`src/rtl/control_unit_sequencer_pkg.sv`:
```
// Shared opcodes, FSM states, datapath control encodings and control-word type
// for the fetch/decode/execute sequencer.
package cu_pkg;

  localparam logic [5:0] OP_BRA  = 6'h00;
  localparam logic [5:0] OP_BNE  = 6'h02;
  localparam logic [5:0] OP_ADD  = 6'h0A;
  localparam logic [5:0] OP_LDB  = 6'h10;
  localparam logic [5:0] OP_STB  = 6'h11;
  localparam logic [5:0] OP_MOVL = 6'h12;
  localparam logic [5:0] OP_HLT  = 6'h3F;

  typedef enum logic [2:0] {
    ST_INIT    = 3'd0,
    ST_FETCH_L = 3'd1,
    ST_FETCH_H = 3'd2,
    ST_EXEC    = 3'd3,
    ST_HALT    = 3'd4
  } cu_state_e;

  localparam logic [2:0] RF_FUN_LOAD     = 3'b010;
  localparam logic [2:0] RF_FUN_CLEAR    = 3'b011;
  localparam logic [2:0] RF_FUN_LOAD_ZX  = 3'b100;
  localparam logic [2:0] RF_FUN_LOAD_LOW = 3'b101;
  localparam logic [3:0] RF_SEL_NONE     = 4'b0000;
  localparam logic [3:0] RF_SEL_ALL      = 4'b1111;

  localparam logic [2:0] ARF_FUN_INC   = 3'b001;
  localparam logic [2:0] ARF_FUN_LOAD  = 3'b010;
  localparam logic [2:0] ARF_FUN_CLEAR = 3'b011;
  localparam logic [2:0] ARF_SEL_NONE  = 3'b000;
  localparam logic [2:0] ARF_SEL_PC    = 3'b100;
  localparam logic [2:0] ARF_SEL_ALL   = 3'b111;
  localparam logic [1:0] ARF_OUT_PC    = 2'b00;
  localparam logic [1:0] ARF_OUT_AR    = 2'b10;

  localparam logic [4:0] ALU_PASS_A = 5'b00000;
  localparam logic [4:0] ALU_ADD    = 5'b00100;

  localparam logic [1:0] MUXA_ALU = 2'b00;
  localparam logic [1:0] MUXA_MEM = 2'b10;
  localparam logic [1:0] MUXA_IMM = 2'b11;
  localparam logic [1:0] MUXB_IMM = 2'b11;
  localparam logic       MUXC_LOW = 1'b0;

  typedef struct packed {
    logic [2:0] rf_out_a_sel;
    logic [2:0] rf_out_b_sel;
    logic [2:0] rf_fun_sel;
    logic [3:0] rf_reg_sel;
    logic [3:0] rf_scr_sel;
    logic [4:0] alu_fun_sel;
    logic       alu_wf;
    logic [1:0] arf_out_c_sel;
    logic [1:0] arf_out_d_sel;
    logic [2:0] arf_fun_sel;
    logic [2:0] arf_reg_sel;
    logic       ir_lh;
    logic       ir_write;
    logic       mem_wr;
    logic       mem_cs;
    logic [1:0] mux_a_sel;
    logic [1:0] mux_b_sel;
    logic       mux_c_sel;
  } ctrl_word_t;

  // Nothing written, memory deselected, all selects parked at zero.
  function automatic ctrl_word_t idle_word();
    ctrl_word_t cw;
    cw            = '0;
    cw.rf_reg_sel = RF_SEL_NONE;
    cw.rf_scr_sel = RF_SEL_NONE;
    cw.arf_reg_sel = ARF_SEL_NONE;
    cw.mem_cs     = 1'b1;
    return cw;
  endfunction

  function automatic logic op_defined(input logic [5:0] op);
    return (op == OP_BRA) || (op == OP_BNE) || (op == OP_ADD) || (op == OP_LDB) ||
           (op == OP_STB) || (op == OP_MOVL) || (op == OP_HLT);
  endfunction

endpackage

```
`src/rtl/control_unit_sequencer_decoder.sv`:
```
// Combinational control-word decode from sequencer state, instruction and ALU flags.
module cu_decoder
  import cu_pkg::*;
(
  input  cu_state_e   state,
  input  logic [15:0] ir,
  input  logic [3:0]  flags,
  output ctrl_word_t  cw
);

  logic [5:0] opcode;
  logic [1:0] rsel;
  logic [2:0] dst;
  logic [2:0] src_a;
  logic [2:0] src_b;
  logic       zero_flag;
  logic       unused_flags;

  assign opcode       = ir[15:10];
  assign rsel         = ir[9:8];
  assign dst          = ir[8:6];
  assign src_a        = ir[5:3];
  assign src_b        = ir[2:0];
  assign zero_flag    = flags[3];
  assign unused_flags = ^flags[2:0];

  always_comb begin
    cw = idle_word();
    unique case (state)
      ST_INIT: begin
        cw.rf_fun_sel  = RF_FUN_CLEAR;
        cw.rf_reg_sel  = RF_SEL_ALL;
        cw.rf_scr_sel  = RF_SEL_ALL;
        cw.arf_fun_sel = ARF_FUN_CLEAR;
        cw.arf_reg_sel = ARF_SEL_ALL;
      end
      ST_FETCH_L, ST_FETCH_H: begin
        cw.arf_out_d_sel = ARF_OUT_PC;
        cw.mem_cs        = 1'b0;
        cw.ir_write      = 1'b1;
        cw.ir_lh         = (state == ST_FETCH_H);
        cw.arf_fun_sel   = ARF_FUN_INC;
        cw.arf_reg_sel   = ARF_SEL_PC;
      end
      ST_EXEC: begin
        case (opcode)
          OP_BRA, OP_BNE: begin
            if (opcode == OP_BRA || !zero_flag) begin
              cw.mux_b_sel   = MUXB_IMM;
              cw.arf_fun_sel = ARF_FUN_LOAD;
              cw.arf_reg_sel = ARF_SEL_PC;
            end
          end
          OP_ADD: begin
            cw.rf_out_a_sel = src_a;
            cw.rf_out_b_sel = src_b;
            cw.alu_fun_sel  = ALU_ADD;
            cw.alu_wf       = 1'b1;
            cw.mux_a_sel    = MUXA_ALU;
            cw.rf_fun_sel   = RF_FUN_LOAD;
            // Destination codes 4..7 address the scratch bank.
            if (dst[2]) cw.rf_scr_sel = 4'b0001 << dst[1:0];
            else        cw.rf_reg_sel = 4'b0001 << dst[1:0];
          end
          OP_LDB: begin
            cw.arf_out_d_sel = ARF_OUT_AR;
            cw.mem_cs        = 1'b0;
            cw.mux_a_sel     = MUXA_MEM;
            cw.rf_fun_sel    = RF_FUN_LOAD_ZX;
            cw.rf_reg_sel    = 4'b0001 << rsel;
          end
          OP_STB: begin
            cw.rf_out_a_sel  = {1'b0, rsel};
            cw.alu_fun_sel   = ALU_PASS_A;
            cw.mux_c_sel     = MUXC_LOW;
            cw.arf_out_d_sel = ARF_OUT_AR;
            cw.mem_cs        = 1'b0;
            cw.mem_wr        = 1'b1;
          end
          OP_MOVL: begin
            cw.mux_a_sel  = MUXA_IMM;
            cw.rf_fun_sel = RF_FUN_LOAD_LOW;
            cw.rf_reg_sel = 4'b0001 << rsel;
          end
          default: ;
        endcase
      end
      default: ;
    endcase
  end

endmodule

```
`src/rtl/control_unit_sequencer.sv`:
```
// Multi-cycle fetch/decode/execute sequencer: holds FSM state and T-step counter.
// Optional CU_ILLEGAL_TRAP_EN: undefined opcodes halt instead of acting as NOPs.
//
//  state    | meaning
//  INIT     | one cycle clearing all RF/ARF registers after reset
//  FETCH_L  | T0: read low instruction byte at PC into IR, PC++
//  FETCH_H  | T1: read high instruction byte at PC into IR, PC++
//  EXEC     | T2: execute decoded IROut, then back to FETCH_L
//  HALT     | idle forever with Halted=1 until reset
module control_unit_sequencer
  import cu_pkg::*;
#(
  parameter int SC_WIDTH   = 3,
  parameter bit INIT_CLEAR = 1'b1
) (
  input  logic                Clock,
  input  logic                Reset,
  input  logic [15:0]         IROut,
  input  logic [3:0]          FlagsOut,
  output logic [2:0]          RF_OutASel,
  output logic [2:0]          RF_OutBSel,
  output logic [2:0]          RF_FunSel,
  output logic [3:0]          RF_RegSel,
  output logic [3:0]          RF_ScrSel,
  output logic [4:0]          ALU_FunSel,
  output logic                ALU_WF,
  output logic [1:0]          ARF_OutCSel,
  output logic [1:0]          ARF_OutDSel,
  output logic [2:0]          ARF_FunSel,
  output logic [2:0]          ARF_RegSel,
  output logic                IR_LH,
  output logic                IR_Write,
  output logic                Mem_WR,
  output logic                Mem_CS,
  output logic [1:0]          MuxASel,
  output logic [1:0]          MuxBSel,
  output logic                MuxCSel,
  output logic [SC_WIDTH-1:0] SC,
  output logic                Halted
);

`ifdef CU_ILLEGAL_TRAP_EN
  localparam bit TRAP_ILLEGAL = 1'b1;
`else
  localparam bit TRAP_ILLEGAL = 1'b0;
`endif

  localparam cu_state_e RESET_STATE = INIT_CLEAR ? ST_INIT : ST_FETCH_L;

  cu_state_e           state;
  logic [SC_WIDTH-1:0] sc_q;
  ctrl_word_t          cw;
  logic                exec_halts;

  assign exec_halts = (IROut[15:10] == OP_HLT) ||
                      (TRAP_ILLEGAL && !op_defined(IROut[15:10]));

  always_ff @(posedge Clock or negedge Reset) begin
    if (!Reset) begin
      state <= RESET_STATE;
      sc_q  <= '0;
    end else begin
      case (state)
        ST_INIT: begin
          state <= ST_FETCH_L;
          sc_q  <= '0;
        end
        ST_FETCH_L: begin
          state <= ST_FETCH_H;
          sc_q  <= sc_q + SC_WIDTH'(1);
        end
        ST_FETCH_H: begin
          state <= ST_EXEC;
          sc_q  <= sc_q + SC_WIDTH'(1);
        end
        ST_EXEC: begin
          state <= exec_halts ? ST_HALT : ST_FETCH_L;
          sc_q  <= '0;
        end
        ST_HALT: ;
        default: begin
          state <= RESET_STATE;
          sc_q  <= '0;
        end
      endcase
    end
  end

  cu_decoder u_decoder (
    .state (state),
    .ir    (IROut),
    .flags (FlagsOut),
    .cw    (cw)
  );

  assign RF_OutASel  = cw.rf_out_a_sel;
  assign RF_OutBSel  = cw.rf_out_b_sel;
  assign RF_FunSel   = cw.rf_fun_sel;
  assign RF_RegSel   = cw.rf_reg_sel;
  assign RF_ScrSel   = cw.rf_scr_sel;
  assign ALU_FunSel  = cw.alu_fun_sel;
  assign ALU_WF      = cw.alu_wf;
  assign ARF_OutCSel = cw.arf_out_c_sel;
  assign ARF_OutDSel = cw.arf_out_d_sel;
  assign ARF_FunSel  = cw.arf_fun_sel;
  assign ARF_RegSel  = cw.arf_reg_sel;
  assign IR_LH       = cw.ir_lh;
  assign IR_Write    = cw.ir_write;
  assign Mem_WR      = cw.mem_wr;
  assign Mem_CS      = cw.mem_cs;
  assign MuxASel     = cw.mux_a_sel;
  assign MuxBSel     = cw.mux_b_sel;
  assign MuxCSel     = cw.mux_c_sel;
  assign SC          = sc_q;
  assign Halted      = (state == ST_HALT);

endmodule

```
`config.mk`:
```
export PLATFORM = sky130hd
export DESIGN_NAME = control_unit_sequencer
export DESIGN_NICKNAME = d
export VERILOG_FILES = /design/src/rtl/control_unit_sequencer_pkg.sv /design/src/rtl/control_unit_sequencer_decoder.sv /design/src/rtl/control_unit_sequencer.sv
export SDC_FILE = /design/constraint.sdc
export NUM_CORES = 1
export LEC_CHECK = 0
export BUFFER_PORTS_ARGS = -buffer_cell sky130_fd_sc_hd__buf_2
export CAP_MARGIN = 20
export CORE_MARGIN = 5
export CORE_UTILIZATION = 38
export DETAILED_ROUTE_END_ITERATION = 16
export HOLD_SLACK_MARGIN = 0.08
export PLACE_DENSITY = 0.8
export SETUP_SLACK_MARGIN = 0.4
export SYNTH_ARGS = -nofsm -noshare
export SYNTH_HDL_FRONTEND = slang
export SYNTH_SLANG_ARGS = --single-unit
export TNS_END_PERCENT = 50
```
`constraint.sdc`:
```
create_clock -name Clock -period 1.7 [get_ports Clock]
set_input_delay 0.085 -clock Clock [delete_from_list [all_inputs] [get_ports Clock]]
set_output_delay 0.085 -clock Clock [all_outputs]
set_load 0.03 [all_outputs]
```
* Yosys cells after proc, flatten, opt, wreduce, memory -nomap -nowiden *
Index checks and enable logic that the tools add are counted.

storage, ports and cells
  flip-flop bits (word level) = 6
  input port bits = 22

operators by class
  add/subtract/negate cells = 1
  eq/ne operators = 10
  shift operators = 2
  muxes and demuxes = 28
  reductions and logical operators = 7

operators with widths
  kind                                                               count
  11-bit one-hot mux with 2 select lines                             1
  7-bit one-hot mux with 3 select lines                              1
  6-bit by 5-bit == test with 1-bit output, second input constant    3
  6-bit one-hot mux with 3 select lines                              1
  5-bit two-way mux                                                  3
  3-bit one-hot mux with 5 select lines                              1
  4-bit two-way mux                                                  3
  6-bit two-way mux                                                  2
  3-bit one-hot mux with 2 select lines                              2
  2-bit two-way mux                                                  5
  3-bit two-way mux                                                  3
  1-bit by 2-bit left shift with 4-bit output, first input constant  2
  3-bit by 2-bit == test with 1-bit output, second input constant    2
  6-bit by 2-bit == test with 1-bit output, second input constant    1
  6-bit by 4-bit == test with 1-bit output, second input constant    1
  6-bit == test, second input constant                               1
  6-bit zero test                                                    1
  2-bit OR reduction                                                 3
  1-bit two-way mux                                                  4
  2-bit one-hot mux with 2 select lines                              1
  3-bit by 1-bit adder with 3-bit output, second input constant      1
  3-bit by 1-bit == test with 1-bit output, second input constant    1
  3-bit == test, second input constant                               1
  3-bit zero test                                                    1
  3 further kinds                                                    3

* Logic depth before layout (Yosys ltp) *
Gate-level depths: netlist of run 1.

  depth after elaboration = 5
  mapped depth = 6
  mapped depth without buffers = 4

* Hierarchy *
A second synthesis of run 1 with hierarchy kept.

unflattened totals
  cell total of the unflattened synthesis = 95
  area total of the unflattened synthesis = 737.0 um2

by module, submodules not included
  module                  instances  cells each  area each (um2)  sequential area each (um2)
  cu_decoder              1          72          469.2            0.0
  control_unit_sequencer  1          23          267.8            150.1

* Worst setup path after synthesis of run 1 *
Ideal clock, no wire load.

  path type = reg-to-output
  start = register state[0]
  end = output port RF_ScrSel[0]
  data arrival time = 1.751 ns
  required time = 1.615 ns
  setup slack = -0.136 ns
  stages on the path, launching flop included = 6
  buffers on the path = 2
  cells stage by stage = dfrtp_1 -> clkbuf_8 -> and3b_1 -> clkbuf_1 -> nand3_1 -> o31ai_1

on the way
  cells in the longest elaborated chain, start to end = 2

ends and longest elaborated chain
  item                                                                                RTL line                              RTL
  from (decl)                                                                         control_unit_sequencer.sv:50          cu_state_e state;
  from (signal assigned)                                                              control_unit_sequencer.sv:77          state <= exec_halts ? ST_HALT : ST_FETCH_L;
  3-bit by 2-bit == test with 1-bit output / 3-bit zero test (equally long branches)  control_unit_sequencer_decoder.sv:29  unique case (state)
  11-bit one-hot mux with 2 select lines (*)                                          control_unit_sequencer_decoder.sv:29
  to (decl)                                                                           control_unit_sequencer.sv:24          output logic [3:0] RF_ScrSel,

Every way passes the cells marked *; elsewhere a longest branch is shown, timed or not.

* Final worst setup path of run 1 *
  start = register state[2]
  end = output port RF_OutASel[0]

on the way
  cells in the longest elaborated chain, start to end = 2

ends and longest elaborated chain
  item                                      RTL line                              RTL
  3-bit by 2-bit == test with 1-bit output  control_unit_sequencer_decoder.sv:29
  6-bit two-way mux                         control_unit_sequencer_decoder.sv:29
  to (decl)                                 control_unit_sequencer.sv:20          output logic [2:0] RF_OutASel,

Every way passes these cells.

==> reports/summary.txt, run 1 <==
Status: finished, violations left
Failing checks: setup timing
Setup crit end kind: primary output
DR vias/cell: 5.397
Fin. Hold Viols: 0
Overall Power: 0.002353 W
Post-detail-place hpwl: 2214 um
Clock skew after layout: 0.01001 ns
Min Tclk post-route: 1.746 ns
Pins over their slew limit: 0
VDD IR max: 0.001115 V
Number of antenna diodes: 0
Hold Crit Class: in -> async
Routed wire per std cell: 17.44 um
Routed Antenna Nets: 0
Crit path max fanout: 5
Worst Path Arrival: 1.66 ns
Starting Density: 40.37%
CTS H-Tree Depth: 1
Clock Latency Late Sink: 0.25 ns
Async set-reset flop share out of synthesis: 100.0%
Layout cells sized above 1: 72.84%
Adder-cell share of the synthesized area: 1.548%
Initial DRC count: 28
Max_cap viols: 0
DRC viols: 0
Final worst slack: -0.04558 ns
Synth Area in Simple Gates: 37.93%
Compound-Gate Fraction of Synth Area: 18.58%
Post-synthesis xor/xnor area fraction: 1.084%
Post-Syn Instances: 97
CTS buffer count: 3
First-pass GRT wire length: 4995 um
CTS tree: built
Vias in the first global route: 999
Die area: 0.003149 mm2
Total core area: 0.002002 mm2
Gr ovfl total: 0
Placed insts: 176
Final setup viols: 6
Synth unique cells: 42
Rows: 16
Ports: 68
Synth Register Bits: 6
Max Buffers Root-to-Sink: 2
Total number of yosys warnings: 0
Fmax: 0.5729 GHz
Area Growth Syn to Fin: 97.83%
Leak pwr: 0.7568 nW
Top Family by Delay on Critical Path: simple AND/OR/NAND/NOR gates
Cell area after synthesis: 808.3 um2
Synth Flop Type: dfrtp_1
Die X: 56.12 um
Main combinational cell family by area after synthesis: simple AND/OR/NAND/NOR gates
Area contributors post-synth: dfrtp_1 19%, buf_4 11%, and2_1 5.4%
Root buffer cell: clkbuf_4
Leading area contributor after synthesis: dfrtp_1
Post-synth EDFFs: 0
Avg Cell Area, Syn: 8.333 um2
Worst path cell trace: buf_6 > nand3b_1 > nor3_4 > a32o_2 > buf_6
Largest net degree at the start of global routing: 10
Drt total wl: 3297 um
Slowest-stage cell, CP: dfrtp_2
Port buffer count: 55
WP data required: 1.62 ns
Crit Path Class: reg -> out
Period utilization: 102.7%
Clock-pin slew on the worst setup and hold paths: 0.05 ns
Worst path bufs/invs: 2
Total GRT Usage: 19.69%
Startpoint types: register
DR vias: 1020
Finished Core Util: 79.88%
P per Cell Area: 1471 mW/mm2
Most frequent cell after synthesis: buf_4
Clk sink count: 6
Post-synthesis mux area share: 1.393%
RD Place Congestion: 0.8177
CP max stage delay: 0.44 ns
Unrepaired setup endpoints after global routing: yes
Synth cell count leaders: 12 x buf_4, 7 x and2_1, 6 x dfrtp_1, 6 x o21ai_0
Nets: 187
Die Ht: 56.12 um
Most common cell on crit path: buf_6
Synth top area share: 18.58%
Drt first pass iters: 4
Fin cells: 189
Final Hold Slack: 0.1876 ns
Initial antenna violation count: 0
Seq/Total Area, Yosys: 18.58%
==> kinds of logic (layout without fill, tap and decap cells) <==
group,after synthesis,after routing
AOI/OAI and AO/OA,21,21
xor gates and xnor gates,1,1
adders and majority gates,1,1
buffers and inverters,23,80
DFF,6,6
muxes,1,1
other,1,9
and+or+nand+nor,43,43
==> worst register-to-register path: cells and delay by family, from the launching register on <==
kind	cells	cell delay, ns
AOI/OAI and AO/OA	1	0.31
DFF	1	0.44
buffers and inverters	3	0.41
and+or+nand+nor	1	0.17
==> registers in the layout (all words and copies together) (netlist names) <==
register / cells
SC: 3
state: 3
==> metrics by stage <==
step | setup TNS (ns) | worst slack, ns | instance area [um2]
finish | -0.1183 | -0.04558 | 1599
global route | -1.124 | -0.1463 | 1599
CTS | 0 | 0.01633 | 1450
floorplan | 0 | 0.1388 | 994.7
global placement | 0 | 0.1009 | 1190
detailed placement | 0 | 0.1024 | 1190
==> report_power, final <==
part	leakage (nW)	switching (W)	total [W]	internal, W
clock	0.0138	0.0000542	0.000134	0.0000800
combinational	0.669	0.00115	0.00196	0.000814
sequential	0.0741	0.0000561	0.000255	0.000199
total	0.757	0.00126	0.00235	0.00109
==> cell usage in the layout (no fill, tap or decap), types with 2 or more instances in the layout <==
cell type  Yosys  routed
nor2_1         4       2
o21ai_2        0       2
or2_4          0       2
nand3_4        0       2
nand2_1        5       4
and2_4         0       6
nand4_1        4       4
a21oi_1        3       2
a41oi_2        0       2
buf_2          0      22
o31ai_4        0       3
conb_1         1       9
clkbuf_4       0       4
inv_1          5       2
dfrtp_1        6       5
a32o_2         0       2
a41oi_1        4       2
buf_6          1      34
o21ai_4        0       3
buf_4         12      13
and2_1         7       2
nor2b_1        2       2
nor2_2         0       2
==> final timing paths <==
path                                            from                    to  slack, ns  cells past startpoint
worst max-delay path            state[2]$_DFFE_PN0N_         RF_OutASel[0]      -0.05                      5
max in group asynchronous                      Reset  state[2]$_DFFE_PN0N_       1.34                      2
min in group Clock                         IROut[11]  state[2]$_DFFE_PN0N_       0.39                      4
worst min-delay path                           Reset     SC[2]$_DFFE_PN0N_       0.19                      2
worst min register to register     SC[1]$_DFFE_PN0N_     SC[1]$_DFFE_PN0N_       0.53                      1
worst max register to register  state[2]$_DFFE_PN0N_     SC[2]$_DFFE_PN0N_       0.27                      5
==> area by class of cell <==
| type | count | area, um2 |
|---|---|---|
| Sequential cell | 6 | 151.4 |
| Tap cell | 27 | 33.78 |
| Multi-Input combinational cell | 76 | 734.5 |
| Clock buffer | 3 | 22.52 |
| Fill cell | 114 | 402.9 |
| Inverter | 5 | 33.78 |
| Timing Repair Buffer | 72 | 623.1 |
==> layer usage <==
layer	routed length (um)	global-route usage, %	vias up
met3	306	6.032	6
met5	0	0	-
met4	49	4.068	0
met1	1306	23.99	480
li1	-	-	468
met2	1635	33.89	66
==> repair_timing <==
action                                 CTS  global route
hold buffers                             1             0
gates resized for setup                 53            51
setup endpoints to repair               37            38
endpoints found under the hold margin    6             0
pin swaps                               13             9
setup buffers                            6             3
(Power assumes the default switching activity.)
==> run 2, diff against run 1 <==
--- a/config.mk
+++ b/config.mk
@@ -7,11 +7,13 @@
 export LEC_CHECK = 0
 export BUFFER_PORTS_ARGS = -buffer_cell sky130_fd_sc_hd__buf_2
 export CAP_MARGIN = 20
+export CELL_PAD_IN_SITES_DETAIL_PLACEMENT = 1
+export CELL_PAD_IN_SITES_GLOBAL_PLACEMENT = 1
 export CORE_MARGIN = 5
-export CORE_UTILIZATION = 38
+export CORE_UTILIZATION = 25
 export DETAILED_ROUTE_END_ITERATION = 16
 export HOLD_SLACK_MARGIN = 0.08
-export PLACE_DENSITY = 0.8
+export PLACE_DENSITY_LB_ADDON = 0.1
 export SETUP_SLACK_MARGIN = 0.4
 export SYNTH_ARGS = -nofsm -noshare
 export SYNTH_HDL_FRONTEND = slang
==> run 2 against run 1 <==
Against the previous run:
- the flow still finishes with violations (setup timing)
- via count fell by 4.6%
- core utilization is 27 points lower
- flip-flop and latch count is the same
- sequential power rose by 7%
- fmax grew 1.8%
- final cell count grew 7.9%
- die area up 42%
- clock-buffer cell count is the same
- global-route usage fell by 5.3 points
- register-to-register slack improved by 0.11 ns
- critical path type unchanged
- critical endpoint is now RF_OutBSel[0]
==> reports/summary.txt, run 2 (synthesis results as in run 1) <==
Status: finished, violations left
Failing checks: setup timing
Final worst slack: -0.01526 ns (+0.03033 ns)
Pins over their slew limit: 0 (unchanged)
Crit path max fanout: 8 (+3)
Die area: 0.004470 mm2 (+42%)
Gr ovfl total: 0 (unchanged)
RD Place Congestion: 0.7762 (-5.1%)
Max Buffers Root-to-Sink: 2 (unchanged)
DRC viols: 0 (unchanged)
Finished Core Util: 52.68% (-27 points)
Largest net degree at the start of global routing: 10 (unchanged)
CTS tree: built
CP max stage delay: 0.46 ns (+0.02 ns)
Most frequent cells in the layout: 34 x buf_6, 21 x buf_2, 12 x buf_4
Min Tclk post-route: 1.715 ns (-0.03033 ns)
Clock skew after layout: 0.0003209 ns (-0.009691 ns)
Clock-pin slew on the worst setup and hold paths: 0.05 ns (about the same)
Routed Antenna Nets: 0 (unchanged)
Clock Latency Late Sink: 0.24 ns (about the same)
P per Cell Area: 1494 mW/mm2 (+1.5%)
DR vias: 973 (-4.6%)
Crit Path Class: reg -> out
Setup crit end kind: primary output
Die X: 66.86 um (+19%)
Fin cells: 204 (+7.9%)
Nets: 185 (-1.1%)
Hold Crit Class: in -> async
Total core area: 0.003078 mm2 (+54%)
Layout cells sized above 1: 72.50% (-0.34 points)
Starting Density: 26.26% (-14 points)
Startpoint types: register
WP data required: 1.62 ns (about the same)
Fillcell total: 365 (+220%)
Ports: 68 (unchanged)
Area Growth Syn to Fin: 100.6%
Overall Power: 0.002422 W (+3.0%)
Drt total wl: 3110 um (-5.7%)
Worst Path Arrival: 1.63 ns (-0.03 ns)
Slowest-stage cell, CP: dfrtp_2
Rows: 20 (+4)
Port buffer count: 55 (unchanged)
Commonest non-fill, non-tap cell in the layout: buf_6
Number of antenna diodes: 0 (unchanged)
Vias in the first global route: 1056 (+5.7%)
Fin. Hold Viols: 0 (unchanged)
Most common cell on crit path: buf_6
CTS H-Tree Depth: 1 (unchanged)
Worst path cell trace: and3b_1 > buf_6 > nand3_4 > inv_6 > and2_4 > buf_6
Initial antenna violation count: 0 (unchanged)
First-pass GRT wire length: 4940 um (-1.1%)
Post-detail-place hpwl: 2359 um (+6.6%)
Initial DRC count: 33 (+18%)
Die Ht: 66.86 um (+19%)
Setup Slack @ Placement: 0.1667 ns (+0.06436 ns)
Total GRT Usage: 14.35% (-5.3 points)
Fmax: 0.5830 GHz (+1.8%)
DR vias/cell: 4.770 (-12%)
CTS buffer count: 3 (unchanged)
Unrepaired setup endpoints after global routing: yes
Drt first pass iters: 4 (unchanged)
Clk sink count: 6 (unchanged)
Root buffer cell: clkbuf_4
VDD IR max: 0.0006769 V (-39%)
Final setup viols: 8 (+2)
Leak pwr: 0.7548 nW (-0.26%)
Placed insts: 195 (+11%)
Routed wire per std cell: 15.25 um (-13%)
Max_cap viols: 0 (unchanged)
Period utilization: 100.9% (-1.8 points)
==> run 2: worst paths after layout <==
path	start	end	slack [ns]	depth (start not counted)
setup / recovery	state[2]$_DFFE_PN0N_	RF_OutBSel[0]	-0.02	6
setup reg to reg	state[2]$_DFFE_PN0N_	SC[2]$_DFFE_PN0N_	0.38	4
max in group asynchronous	Reset	state[0]$_DFFE_PN0N_	1.35	2
min in group Clock	IROut[11]	state[0]$_DFFE_PN0N_	0.31	4
hold reg to reg	SC[1]$_DFFE_PN0N_	SC[1]$_DFFE_PN0N_	0.54	1
hold / removal	Reset	SC[2]$_DFFE_PN0N_	0.19	2
==> run 2: metrics by stage <==
| step | TNS [ns] | cell area (um2) | hold WS [ns] |
|---|---|---|---|
| global route | -1.135 | 1622 | 0.1917 |
| finish | -0.08034 | 1622 | 0.1940 |
| floorplan | 0 | 994.7 | -0.2106 |
| CTS | -0.01590 | 1521 | 0.1939 |
| global placement | 0 | 1226 | -0.08708 |
| detailed placement | 0 | 1226 | -0.08516 |
==> run 2: layout make-up <==
type | count | area, um2 | share of cell area, %
inverters | 5 | 31.28 | 1.929
clock buffers | 3 | 22.52 | 1.389
flip-flops and latches | 6 | 152.6 | 9.414
well taps | 44 | 55.05 | 3.395
repair buffers | 70 | 618.1 | 38.12
multi-input cells | 76 | 742.0 | 45.76
==> run 2: worst max-delay path, delay by kind of cell (launching register included) <==
kind          cells  cell delay, ns
buf+inv           3            0.37
simple gates      3            0.54
flops             1            0.46
==> run 2: power breakdown <==
group / leakage, nW / internal, W / switching, W
Combinational: 0.668 / 0.000894 / 0.00112
Sequential: 0.0734 / 0.000201 / 0.0000709
Clock: 0.0138 / 0.0000799 / 0.0000519
==> run 2: per-layer routing <==
| metal | wire, um | track usage [%] |
|---|---|---|
| met3 | 212 | 3.373 |
| met5 | 0 | 0 |
| met4 | 8 | 4.557 |
| met1 | 1225 | 16.97 |
| met2 | 1664 | 25.25 |
==> run 2: what timing repair did <==
| item | 4_1_cts | 5_1_grt |
|---|---|---|
| gates resized for setup | 76 | 22 |
| hold buffers | 1 | 0 |
| pin swaps | 10 | 7 |
| hold endpoints to repair | 6 | 0 |
| buffers inserted | 2 | 3 |
| setup endpoints to repair | 37 | 38 |
